**src/rtl/hams_block_packer_pkg.sv**
```systemverilog
// Shared types and defaults for the bitonic sorter front end.
package hams_block_packer_pkg;

  typedef logic [31:0] pair;

  localparam int unsigned NUM_ELEMENTS = 8;
  localparam pair         PAD_INFO     = 32'hFFFF_FFFF;
  localparam int unsigned CNT_W        = $clog2(NUM_ELEMENTS) + 1;

endpackage

```
**src/rtl/hams_pack_bank.sv**
```systemverilog
// One packing bank: slot storage, seal-with-pad, and full/count/last flags.
module hams_pack_bank
  import hams_block_packer_pkg::*;
#(
  parameter int unsigned N   = NUM_ELEMENTS,
  parameter pair         PAD = PAD_INFO
) (
  input  logic                  clk,
  input  logic                  rst,
  input  logic                  wr_en_i,
  input  logic [$clog2(N)-1:0]  wr_idx_i,
  input  logic [31:0]           wr_data_i,
  input  logic                  seal_i,
  input  logic                  last_i,
  input  logic                  clr_i,
  output logic [N-1:0][31:0]    slots_o,
  output logic                  full_o,
  output logic [$clog2(N):0]    count_o,
  output logic                  last_o
);

  localparam int unsigned IW = $clog2(N);
  localparam int unsigned CW = IW + 1;

  logic [N-1:0][31:0] slots_q;
  logic               full_q;
  logic [CW-1:0]      count_q;
  logic               last_q;

  // Release and seal never target the same bank in one cycle (seal needs !full).
  always_ff @(posedge clk) begin
    if (rst) begin
      slots_q <= '0;
      full_q  <= 1'b0;
      count_q <= '0;
      last_q  <= 1'b0;
    end else begin
      if (clr_i) full_q <= 1'b0;
      if (wr_en_i) begin
        slots_q[wr_idx_i] <= wr_data_i;
        if (seal_i) begin
          for (int unsigned k = 0; k < N; k++) begin
            if (k > 32'(wr_idx_i)) slots_q[k[IW-1:0]] <= PAD;
          end
          count_q <= {1'b0, wr_idx_i} + CW'(1);
          last_q  <= last_i;
          full_q  <= 1'b1;
        end
      end
    end
  end

  assign slots_o = slots_q;
  assign full_o  = full_q;
  assign count_o = count_q;
  assign last_o  = last_q;

endmodule

```
**src/rtl/hams_block_packer.sv**
```systemverilog
// Gathers a serial pair stream into padded NUM_ELEMENTS blocks over two ping-pong banks.
module hams_block_packer
  import hams_block_packer_pkg::*;
#(
  parameter int unsigned NUM_ELEMENTS = hams_block_packer_pkg::NUM_ELEMENTS,
  parameter logic [31:0] PAD_VALUE    = PAD_INFO
) (
  input  logic                           clk,
  input  logic                           rst,
  input  logic                           in_valid,
  output logic                           in_ready,
  input  logic [31:0]                    in_data,
  input  logic                           in_last,
  output logic                           out_valid,
  input  logic                           out_ready,
  output logic [NUM_ELEMENTS*32-1:0]     out_data,
  output logic [$clog2(NUM_ELEMENTS):0]  out_count,
  output logic                           out_last
);

  localparam int unsigned IW = $clog2(NUM_ELEMENTS);
  localparam int unsigned CW = IW + 1;

  logic          wb_q, wb_d;
  logic          rb_q, rb_d;
  logic [IW-1:0] idx_q, idx_d;
  logic          accept, seal, rel;

  logic [1:0]                     bank_full;
  logic [1:0]                     bank_last;
  logic [NUM_ELEMENTS-1:0][31:0]  bank_slots [2];
  logic [CW-1:0]                  bank_count [2];

  // in_ready depends on registered state only, never on out_ready.
  assign in_ready  = ~bank_full[wb_q];
  assign accept    = in_valid & in_ready;
  assign seal      = accept & ((idx_q == IW'(NUM_ELEMENTS - 1)) | in_last);
  assign out_valid = bank_full[rb_q];
  assign rel       = out_valid & out_ready;
  assign out_data  = bank_slots[rb_q];
  assign out_count = bank_count[rb_q];
  assign out_last  = bank_last[rb_q];

  for (genvar b = 0; b < 2; b++) begin : g_bank
    hams_pack_bank #(
      .N   (NUM_ELEMENTS),
      .PAD (PAD_VALUE)
    ) u_bank (
      .clk       (clk),
      .rst       (rst),
      .wr_en_i   (accept && (wb_q == 1'(b))),
      .wr_idx_i  (idx_q),
      .wr_data_i (in_data),
      .seal_i    (seal),
      .last_i    (in_last),
      .clr_i     (rel && (rb_q == 1'(b))),
      .slots_o   (bank_slots[b]),
      .full_o    (bank_full[b]),
      .count_o   (bank_count[b]),
      .last_o    (bank_last[b])
    );
  end

  always_comb begin
    wb_d  = wb_q;
    rb_d  = rb_q;
    idx_d = idx_q;
    if (seal) begin
      idx_d = '0;
      wb_d  = ~wb_q;
    end else if (accept) begin
      idx_d = idx_q + 1'b1;
    end
    if (rel) rb_d = ~rb_q;
  end

  always_ff @(posedge clk) begin
    if (rst) begin
      wb_q  <= 1'b0;
      rb_q  <= 1'b0;
      idx_q <= '0;
    end else begin
      wb_q  <= wb_d;
      rb_q  <= rb_d;
      idx_q <= idx_d;
    end
  end

endmodule

```
**config.mk**
```make
export PLATFORM = sky130hd
export DESIGN_NAME = hams_block_packer
export DESIGN_NICKNAME = d
export VERILOG_FILES = /design/src/rtl/hams_block_packer_pkg.sv /design/src/rtl/hams_pack_bank.sv /design/src/rtl/hams_block_packer.sv
export SDC_FILE = /design/constraint.sdc
export NUM_CORES = 1
export LEC_CHECK = 0
export ABC_AREA = 1
export BUFFER_PORTS_ARGS = -buffer_cell sky130_fd_sc_hd__buf_2
export CAP_MARGIN = 20
export CORE_UTILIZATION = 40
export CTS_CLUSTER_SIZE = 8
export DETAILED_ROUTE_END_ITERATION = 8
export PLACE_DENSITY = 0.61
export SLEW_MARGIN = 20
export SYNTH_ARGS = -nofsm -noshare
export SYNTH_HDL_FRONTEND = slang
export SYNTH_SLANG_ARGS = --single-unit
```
**constraint.sdc**
```tcl
create_clock -name clk -period 2.1 [get_ports clk]
set_input_delay 0.63 -clock clk [delete_from_list [all_inputs] [get_ports clk]]
set_output_delay 0.63 -clock clk [all_outputs]
set_load 0.02 [all_outputs]
```
==> summary.md <==
| Metric | Value |
|---|---|
| Synthesis-to-finish area growth | `33.5%` |
| Slew Limit Fails | `0` |
| Post-route cell area | `31,200 um2` |
| Rows | `88` |
| Crit-path slowest cell | `dfxtp_4` |
| Status | `finished, violations left` |
| Final nets | `3,994` |
| R2R Path Start | `idx_q[0]` |
| Clock root buffer | `clkbuf_16` |
| Fillers | `approximately 5,700` |
| Fin worst setup slack | `-0.399 ns` |
| Initial core utilization | `40.5%` |
| Hold depth | `2` |
| Top Usage Layer GRT | `met2` |
| Max Clk Rate | `0.400 GHz` |
| Area fraction of the dominant cell type after synthesis | `between 40% and 50%` |
| Vias in the first global route | `roughly 22,000` |
| GPL Wtd Cong | `0.808` |
| Footprint of the multi-input gates | `12,600 um2` |
| R2r endpoint | `g_bank[1].u_bank.slots_o[230]` |
| Worst Max-Slew Pin Slew | `~0.72 ns` |
| PortBufs | `299` |
| M1 GR Usage | `40.6%` |
| Clk sinks | `roughly 530` |
| Final Setup Violations | `263` |
| Gr ovfl total | `0` |
| WHS Endpoint | `g_bank[0].u_bank.slots_o[237]` |
| CP max stage delay | `0.47 ns` |
| Layout cell share with drive strength beyond 1 | `19.9%` |
| Critical Path RT | `1.47 ns` |
| Post-synth EDFFs | `0` |
| DRC violations left | `0` |
| Met3 Usage GRT | `4.53%` |
| TritonCTS clock tree | `yes` |
| Via/cell ratio | `5.16` |
| Via Count | `~24,000` |
| Die Width | `between 200 and 250 um` |
| Syn_nets | `about 3,800` |
| Detailed-route wire length | `90.9 mm` |
| Clk slew on worst S/H paths | `0.05 ns` |
| Crit-path most repeated cell | `nand2_1` |
| Antenna-violating nets left | `0` |
| Core ar. | `57,700 um2` |
| Mean Syn Cell Area | `between 6 and 7 um2` |
| Share of synthesized flip-flops with an asynchronous set or reset | `0%` |
| Startpoint types | `flip-flop` |
| Post-Syn Area | `~23,000 um2` |
| Setup Skew | `0.0195 ns` |
| MaxCap Viol Count | `0` |
| FF-to-FF setup slack | `0.17 ns` |
| Yosys reg bits | `529` |
| Io pins | `300` |
| Non-Filler Instances | `4,730` |
| R2R depth | `9` |
| Initial DRC Count | `between 2,000 and 2,500` |
| Unrepaired setup endpoints after global routing | `true` |
| Clock Path Buffers | `3` |
| Ranking of synthesized cells by area | `dfxtp_1 (45%), nand2_1 (35%), a21oi_1 (9.8%), clkbuf_1 (3.5%), nor2_1 (2.3%)` |
| CP Cell Sequence | `buf_12 > buf_16 > nand2_1 > nand2_1 > buf_4` |
| TritonRoute pass-1 iters | `5` |
| Clk_lat worst skew | `around 0.62 ns` |
| Worst Hold Class | `in -> reg` |
| FF+latch area | `between 10,000 and 15,000 um2` |
| Grt met2 use | `44.5%` |
| Largest net degree at the start of global routing | `141` |
| Static Leak | `roughly 14 nW` |
| Count leader, synth | `nand2_1` |
| Crit share post-route | `119%` |
| Cell variety after synth | `23` |
| Max Fanout on Critical Path | `31` |
| Routed len/inst | `19.2 um` |
| First-pass GRT wire length | `roughly 130 mm` |
| Total CTS buffers | `76` |
| Tot GR Track Use | `29.0%` |
| DP Cell Count | `between 4,000 and 5,000` |
| Minimum clock period after layout | `2.50 ns` |
| Critical path class | `reg -> out` |
| Synth Instances | `between 3,000 and 4,000` |
| Synth Flop Type | `dfxtp_1` |
| Synth area leader | `dfxtp_1` |
| Worst setup EP type | `primary output` |
| DP Wirelength | `approximately 51 mm` |
| Die area | `59,400 um2` |
| Maximum vdd drop | `0.000535 V` |
| PwrDens | `around 830 nW/um2` |
| Placement Cell Area | `26,100 um2` |
| Final hold violation count | `0` |
| Synth warn | `0` |
| Die height | `244 um` |
| Synth top cells by count | `nand2_1 (2,162), dfxtp_1 (529), a21oi_1 (460), clkbuf_1 (221), nor2_1 (143)` |
| Hold path start | `rst` |
| Worst EP arrival | `1.87 ns` |
| Seq/Total Area, Yosys | `45.3%` |
| Initial antenna violation count | `5` |
| Failing checks | `negative setup slack` |
| Max_slew headroom | `slightly above 50%` |
| CTS H-Tree Depth | `3` |
-- critical path: cells and delay by family, from the launching register on --
kind	cells	cell delay, ns
buffers and inverters	3	0.56
and+or+nand+nor	2	0.20
DFF	1	0.47
-- layout by cell type, fill, tap and decap left out, drive strengths merged --
cell type / netlist / final
a21oi: 460 / 460
and2: 1 / 1
buf: 76 / 446
clkbuf: 221 / 100
clkinv: 1 / 4
dfxtp: 529 / 529
diode: 0 / 1
ha: 3 / 3
inv: 18 / 20
nand2: 2163 / 2163
nand3: 6 / 6
nor2: 150 / 150
nor3: 4 / 4
o21ai: 77 / 77
o22ai: 1 / 1
-- cell type report --
cell class	instances	area share (%)
Inverter	19	0.301
Timing Repair Buffer	463	15.7
Multi-Input combinational cell	2865	40.4
Clock inverter	5	0.176
Sequential cell	529	33.9
Antenna cell	1	0.00802
Tap cell	765	3.07
Clock buffer	83	6.41
-- power breakdown --
group	switching, W	internal, W
logic	0.00263	0.00145
clock network	0.00449	0.00665
registers	0.000267	0.0105
total	0.00738	0.0186
-- through the flow --
stage	util, %	TNS [ns]	setup slack [ns]	power (W)	hold WS, ns
floorplan	-	0	0.176	0.0130	0.441
global placement	45.3	0	0.119	0.0143	0.450
detailed placement	45.3	0	0.128	0.0143	0.454
CTS	51.3	-96.39	-0.427	0.0257	0.268
global route	54.1	-96.64	-0.444	0.0269	0.282
finish	54.1	-82.33	-0.399	0.0260	0.298
-- worst max-delay path by stage --
stage	slack, ns	depth (start not counted)	from	endpoint
2_1_floorplan	0.18	6	rb_q	out_data[100]
3_3_place_gp	0.12	8	in_last	g_bank[1].u_bank.slots_o[230]
3_5_place_dp	0.13	6	in_valid	g_bank[1].u_bank.slots_o[120]
4_1_cts	-0.43	5	rb_q	out_data[93]
5_1_grt	-0.44	7	rb_q	out_data[150]
6_report	-0.40	5	rb_q	out_data[130]
-- kinds of logic after synthesis --
| logic type | after synthesis | share of synthesized area [%] |
|---|---|---|
| DFF | 529 | 45.3 |
| and+or+nand+nor | 2324 | 37.6 |
| adders and majority gates | 3 | 0.161 |
| AOI/OAI and AO/OA | 538 | 11.5 |
| buffers and inverters | 316 | 5.37 |
-- flip-flops by register name, summed over array words and instances, names as in the netlist --
name,flops
g_bank.u_bank.slots_o,512
g_bank.u_bank.count_o,8
idx_q,3
g_bank.u_bank.full_o,2
g_bank.u_bank.last_o,2
rb_q,1
wb_q,1
-- repair_timing --
item,in CTS,in global routing
endpoints found under the setup margin,263,263
resized for setup,300,357
cloned,12,22
setup buffers,13,4
pin swaps,14,24
hold buffers,0,0
-- routing by layer --
layer	part of all wire [%]	vias to the layer above	wire length, um
met3	8.1	155	7370
met2	45	1012	40800
met4	3.5	0	3180
li1	-	12000	-
met1	44	11300	39500
met5	0	-	0
Power figures use the tool's default switching activity.
